===== src/rtl/condicionador_botoes.sv =====
// condicionador_botoes: synchronises, debounces and one-hot encodes four push-buttons.
// Optional stuck-button detection is enabled by defining BOTAO_PRESO_EN.
module condicionador_botoes #(
  parameter int DEBOUNCE_CICLOS = 2500,
  parameter int PRESO_CICLOS    = 50000000
) (
  input  logic       clock,
  input  logic       reset,
  input  logic [3:0] botoes,
  input  logic       habilita,
  output logic [3:0] jogada,
  output logic       jogada_feita,
  output logic       multiplo,
  output logic       botao_preso,
  output logic [2:0] db_estado
);
  localparam int MAXC = DEBOUNCE_CICLOS > PRESO_CICLOS ? DEBOUNCE_CICLOS : PRESO_CICLOS;
  localparam int CW = $clog2(MAXC) + 1;
  localparam logic [CW-1:0] DB_FIM = CW'(DEBOUNCE_CICLOS - 1);
`ifdef BOTAO_PRESO_EN
  localparam logic [CW-1:0] PRESO_FIM = CW'(PRESO_CICLOS);
  localparam logic [CW-1:0] PRESO_ANT = CW'(PRESO_CICLOS - 1);
`endif
  typedef enum logic [2:0] {
    ESPERA    = 3'd0,
    FILTRANDO = 3'd1,
    REGISTRA  = 3'd2,
    SEGURANDO = 3'd3,
    LIBERANDO = 3'd4,
    ERRO      = 3'd5
  } estado_t;
  estado_t estado, prox;
  logic [3:0] s1, s, amostra, amostra_n;
  logic [CW-1:0] cnt, cnt_n;
  logic vazio, unico;
  assign vazio = s == 4'b0000;
  assign unico = !vazio && ((s & (s - 4'd1)) == 4'b0000);
  assign jogada_feita = estado == REGISTRA;
  assign multiplo = estado == ERRO;
  assign db_estado = estado;
`ifdef BOTAO_PRESO_EN
  logic preso_n;
  always_ff @(posedge clock or posedge reset)
    if (reset) botao_preso <= 1'b0;
    else botao_preso <= preso_n;
`else
  assign botao_preso = 1'b0;
`endif
  always_comb begin
    prox = estado;
    amostra_n = amostra;
    cnt_n = cnt;
`ifdef BOTAO_PRESO_EN
    preso_n = botao_preso;
`endif
    case (estado)
      ESPERA:
        if (!vazio) begin
          if (!habilita) begin
            prox = SEGURANDO;
            cnt_n = '0;
          end else if (unico) begin
            prox = FILTRANDO;
            amostra_n = s;
            cnt_n = '0;
          end else prox = ERRO;
        end
      FILTRANDO:
        if (vazio) prox = ESPERA;
        else if (!unico) prox = ERRO;
        else if (s != amostra) begin
          amostra_n = s;
          cnt_n = '0;
        end else if (cnt == DB_FIM) prox = REGISTRA;
        else cnt_n = cnt + 1'b1;
      REGISTRA, ERRO: begin
        prox = SEGURANDO;
        cnt_n = '0;
      end
      SEGURANDO:
        if (vazio) begin
          prox = LIBERANDO;
          cnt_n = '0;
`ifdef BOTAO_PRESO_EN
          preso_n = 1'b0;
        end else begin
          if (cnt != PRESO_FIM) cnt_n = cnt + 1'b1;
          if (cnt >= PRESO_ANT) preso_n = 1'b1;
`endif
        end
      LIBERANDO:
        if (!vazio) begin
          prox = SEGURANDO;
          cnt_n = '0;
        end else if (cnt == DB_FIM) prox = ESPERA;
        else cnt_n = cnt + 1'b1;
      default: prox = ESPERA;
    endcase
  end
  always_ff @(posedge clock or posedge reset)
    if (reset) begin
      s1 <= 4'b0;
      s <= 4'b0;
      estado <= ESPERA;
      amostra <= 4'b0;
      cnt <= '0;
      jogada <= 4'b0;
    end else begin
      s1 <= botoes;
      s <= s1;
      estado <= prox;
      amostra <= amostra_n;
      cnt <= cnt_n;
      if (estado == REGISTRA) jogada <= amostra;
    end
endmodule


===== config.mk =====
export PLATFORM = sky130hd
export DESIGN_NAME = condicionador_botoes
export DESIGN_NICKNAME = d
export VERILOG_FILES = /design/src/rtl/condicionador_botoes.sv
export SDC_FILE = /design/constraint.sdc
export NUM_CORES = 1
export LEC_CHECK = 0
export CORE_ASPECT_RATIO = 0.9
export CORE_MARGIN = 3
export CORE_UTILIZATION = 50
export DETAILED_ROUTE_END_ITERATION = 10
export MAX_ROUTING_LAYER = met4
export PLACE_DENSITY = 0.8
export SLEW_MARGIN = 40
export SYNTH_ARGS = -nofsm -noshare
export SYNTH_HDL_FRONTEND = slang
export SYNTH_SLANG_ARGS = --single-unit

===== constraint.sdc =====
create_clock -name clock -period 6.8 [get_ports clock]
set_input_delay 1.02 -clock clock [delete_from_list [all_inputs] [get_ports clock]]
set_output_delay 1.02 -clock clock [all_outputs]
set_load 0.03 [all_outputs]

==> results.md <==
* **Max IR drop VDD** 0.193 mV
* **Routed Antenna Nets** 0
* **wire length after detailed routing** 5.21 mm
* **die area** 6040 um2
* **summed negative setup slack over all endpoints** 0 ns
* **Area growth, synth to finish** 9.63%
* **overall track demand over capacity in global routing** 19.6%
* **Int Pwr** 512 uW
* **NetSw** 337 uW
* **initial antenna violation count** 0
* **yosys synthesis warning count** 0
* **I/O pin cnt** 17
* **number of hold violations in the final report** 0
* **leading register cell type out of synthesis** dfrtp_1
* **Max Freq** 323 MHz
* **most frequent cells in the layout** 46 x dfrtp_1, 30 x o21ai_1, 22 x nor2_1, 21 x nand2_1, 16 x o31ai_1
* **number of distinct standard cells referenced by the synthesized netlist** 47
* **clock root buffer** clkbuf_8
* **post-synthesis instance area** 2570 um2
* **share of power burned in registers** 42.4%
* **Data arrival, critical path** 2.08 ns
* **share of synthesized registers carrying an async set or reset** 100%
* **status** finished, final reports clean
* **nets** 294
* **leakage dissipation** 0.00111 uW
* **routed vias** 2140
* **standard cell core area** 4890 um2
* **total gr overflow** 0
* **largest buffer count on any clock path** 2
* **cell area power density** 301 nW/um2
* **setup repair after global routing missed its margin** false
* **vias in the first global route** 1956
* **routability congestion estimate from global placement** 0.833
* **CTS Hold Bufs** 0
* **final count of negative-setup-slack endpoints** 0
* **Worst setup SP type** flip-flop
* **Post-Synthesis Cells** 282
* **remaining max-slew budget at the tightest pin** 45.3%
* **mean instance size in the synthesized netlist** 9.12 um2
* **combinational power share** 37.2%
* **number of CTS-inserted buffers** 5
* **most common cell after layout, fill and taps aside** dfrtp_1
* **post-route cell area** 2820 um2
* **number of clock sinks** 46
* **cell area reported after detailed placement** 2730 um2
* **Seq cells post-synth** 46
* **Setup crit end kind** output port
* **Hold/Removal Path Class** reg2reg
* **first-pass GRT wire length** 8.93 mm
* **time the worst path needs with I/O delays and setup** 3.10 ns
* **half-perimeter wire length of the detailed placement result** 3.53 mm
* **WL/cell** 14.8 um
* **cells traversed along the worst timing path** and3_1 -> clkdlybuf4s50_1
* **proportion of total power due to net switching** 39.7%
* **width of the die** 81.6 um
* **number of standard-cell rows in the floorplan** 24
* **post-cts resize count** 0
* **CTS tree** yes
* **peak fanout along the critical path** 17
* **post-synthesis net count** 290
* **total setup buffers inserted after CTS** 0
* **Detailed Routing Iterations Pass 1** 4
* **clock insertion delay at the later pin of the skew report** 0.31 ns
* **number of design-rule violations left by the first detailed-router iteration** 150
* **initial core utilization** 52.5%
* **sequential-to-total area share from yosys stat** 44.8%
* **Tcrit/Tclk final** 45.5%
* **required time reported for the critical path endpoint** 5.78 ns
* **final clock skew** 0.0104 ns
* **final routed DRC violation total** 0
* **standard cell with the maximum stage delay on the critical path** clkdlybuf4s50_1
* **largest net degree at the start of global routing** 47
* **clock slew seen by the registers of the worst setup and hold paths** 0.10 ns
* **vertical die dimension** 74.0 um
* **number of synthesized flops with an enable pin** 0
* **number of H-tree levels** 2
* **port buffer count** 15
* **Clk network pwr share** 20.4%
* **final count of pins violating max slew** 0
* **number of maximum-capacitance violations** 0
* **DR vias/cell** 6.08
* **transition at the pin with the smallest max-transition slack** 0.820 ns
* **CP Class** reg2out
* **worst stage delay on the critical path** 0.72 ns
* **ant diodes** 0
* **layout cell share with drive strength beyond 1** 9.76%
final cells by class:
cell class              count  area [um2]
fillers                   432        2080
multi-input cells         212        1310
flip-flops and latches     46        1150
repair buffers             17         165
well taps                  65        81.3
clock buffers               5        68.8
clock inverters             3        23.8
inverters                   4        17.5
state kept, by name (all words and copies together) (netlist names):
| name | count |
|---|---|
| s | 4 |
| jogada | 4 |
| amostra | 4 |
| db_estado | 3 |
| cnt | 27 |
| s1 | 4 |
metal layers:
layer / share of wire (%) / GRT usage [%] / routed length [um]
met2: 44 / 29.8 / 2320
met4: 1.3 / 5.72 / 70
met3: 4.7 / 3.75 / 244
met1: 49 / 26.7 / 2580
met5: 0 / - / 0
power groups by stage:
stage	clock, uW	sequential (uW)	combinational, uW
after floorplan	0	382	209
after global placement	0	363	310
after detailed placement	0	366	316
after CTS	178	360	317
after global routing	190	370	346
final	173	360	316
path summary, 6_finish.rpt:
check / from / cells past startpoint / endpoint / slack [ns]
min: s1[3] / 0 / s[3] / 0.35
min reg2reg: s1[3] / 0 / s[3] / 0.35
max: db_estado[1] / 2 / jogada_feita / 3.70
max reg2reg: s[3] / 7 / cnt[15] / 3.89
max in group asynchronous: reset / 2 / cnt[3] / 5.31
min in group asynchronous: reset / 2 / amostra[2] / 1.12
stage by stage:
stage | utilization [%] | hold WS, ns | setup slack, ns | total power, uW | cells
after floorplan | - | 0.331 | 4.16 | 590 | 282
after global placement | 55.6 | 0.332 | 3.56 | 673 | 344
after detailed placement | 55.7 | 0.335 | 3.51 | 681 | 344
after CTS | 57.6 | 0.356 | 3.67 | 855 | 352
after global routing | 57.6 | 0.365 | 3.58 | 905 | 352
final | 57.6 | 0.355 | 3.70 | 849 | 352
critical path, delay by kind of cell, from the launching register on:
family	cells	cell delay [ns]
AND/OR/NAND/NOR	1	0.37
flip-flops	1	0.68
buffers and inverters	1	0.72
cell usage after synthesis (2+ instances only):
library cell  instances  share of area, %
a211o_1               4               1.4
inv_1                 3              0.44
buf_4                 5               1.5
a21oi_1              10               1.9
or4_1                 5               1.5
clkbuf_1             10               1.5
o21ai_0               5              0.97
nor4b_1               2              0.68
nor2_1               22               3.2
o31ai_1              16               4.7
mux2_2                8               3.5
dfrtp_1              46                45
nand3_1              15               2.9
nor2b_1               3              0.73
xor2_1                4               1.4
and3_1                4              0.97
nand2b_1              9               2.2
nor4_1                8               1.9
nor3_1                8               1.6
o21ai_1              30               5.8
a211oi_1              3              0.88
nand4_1               5               1.2
o41ai_2               2               1.3
or3_1                 2              0.49
a31oi_1               7               1.7
buf_2                 5              0.97
nand2_1              21               3.1
cells by family after synthesis:
family,count (synthesis),synth area share (%)
DFF,46,44.8
adders and majority gates,2,0.876
muxes,9,3.94
AOI/OAI and AO/OA,84,21.1
and+or+nand+nor,111,23.0
other,1,0.146
buffers and inverters,24,4.48
xor gates and xnor gates,5,1.70
(Power assumes the default switching activity.)
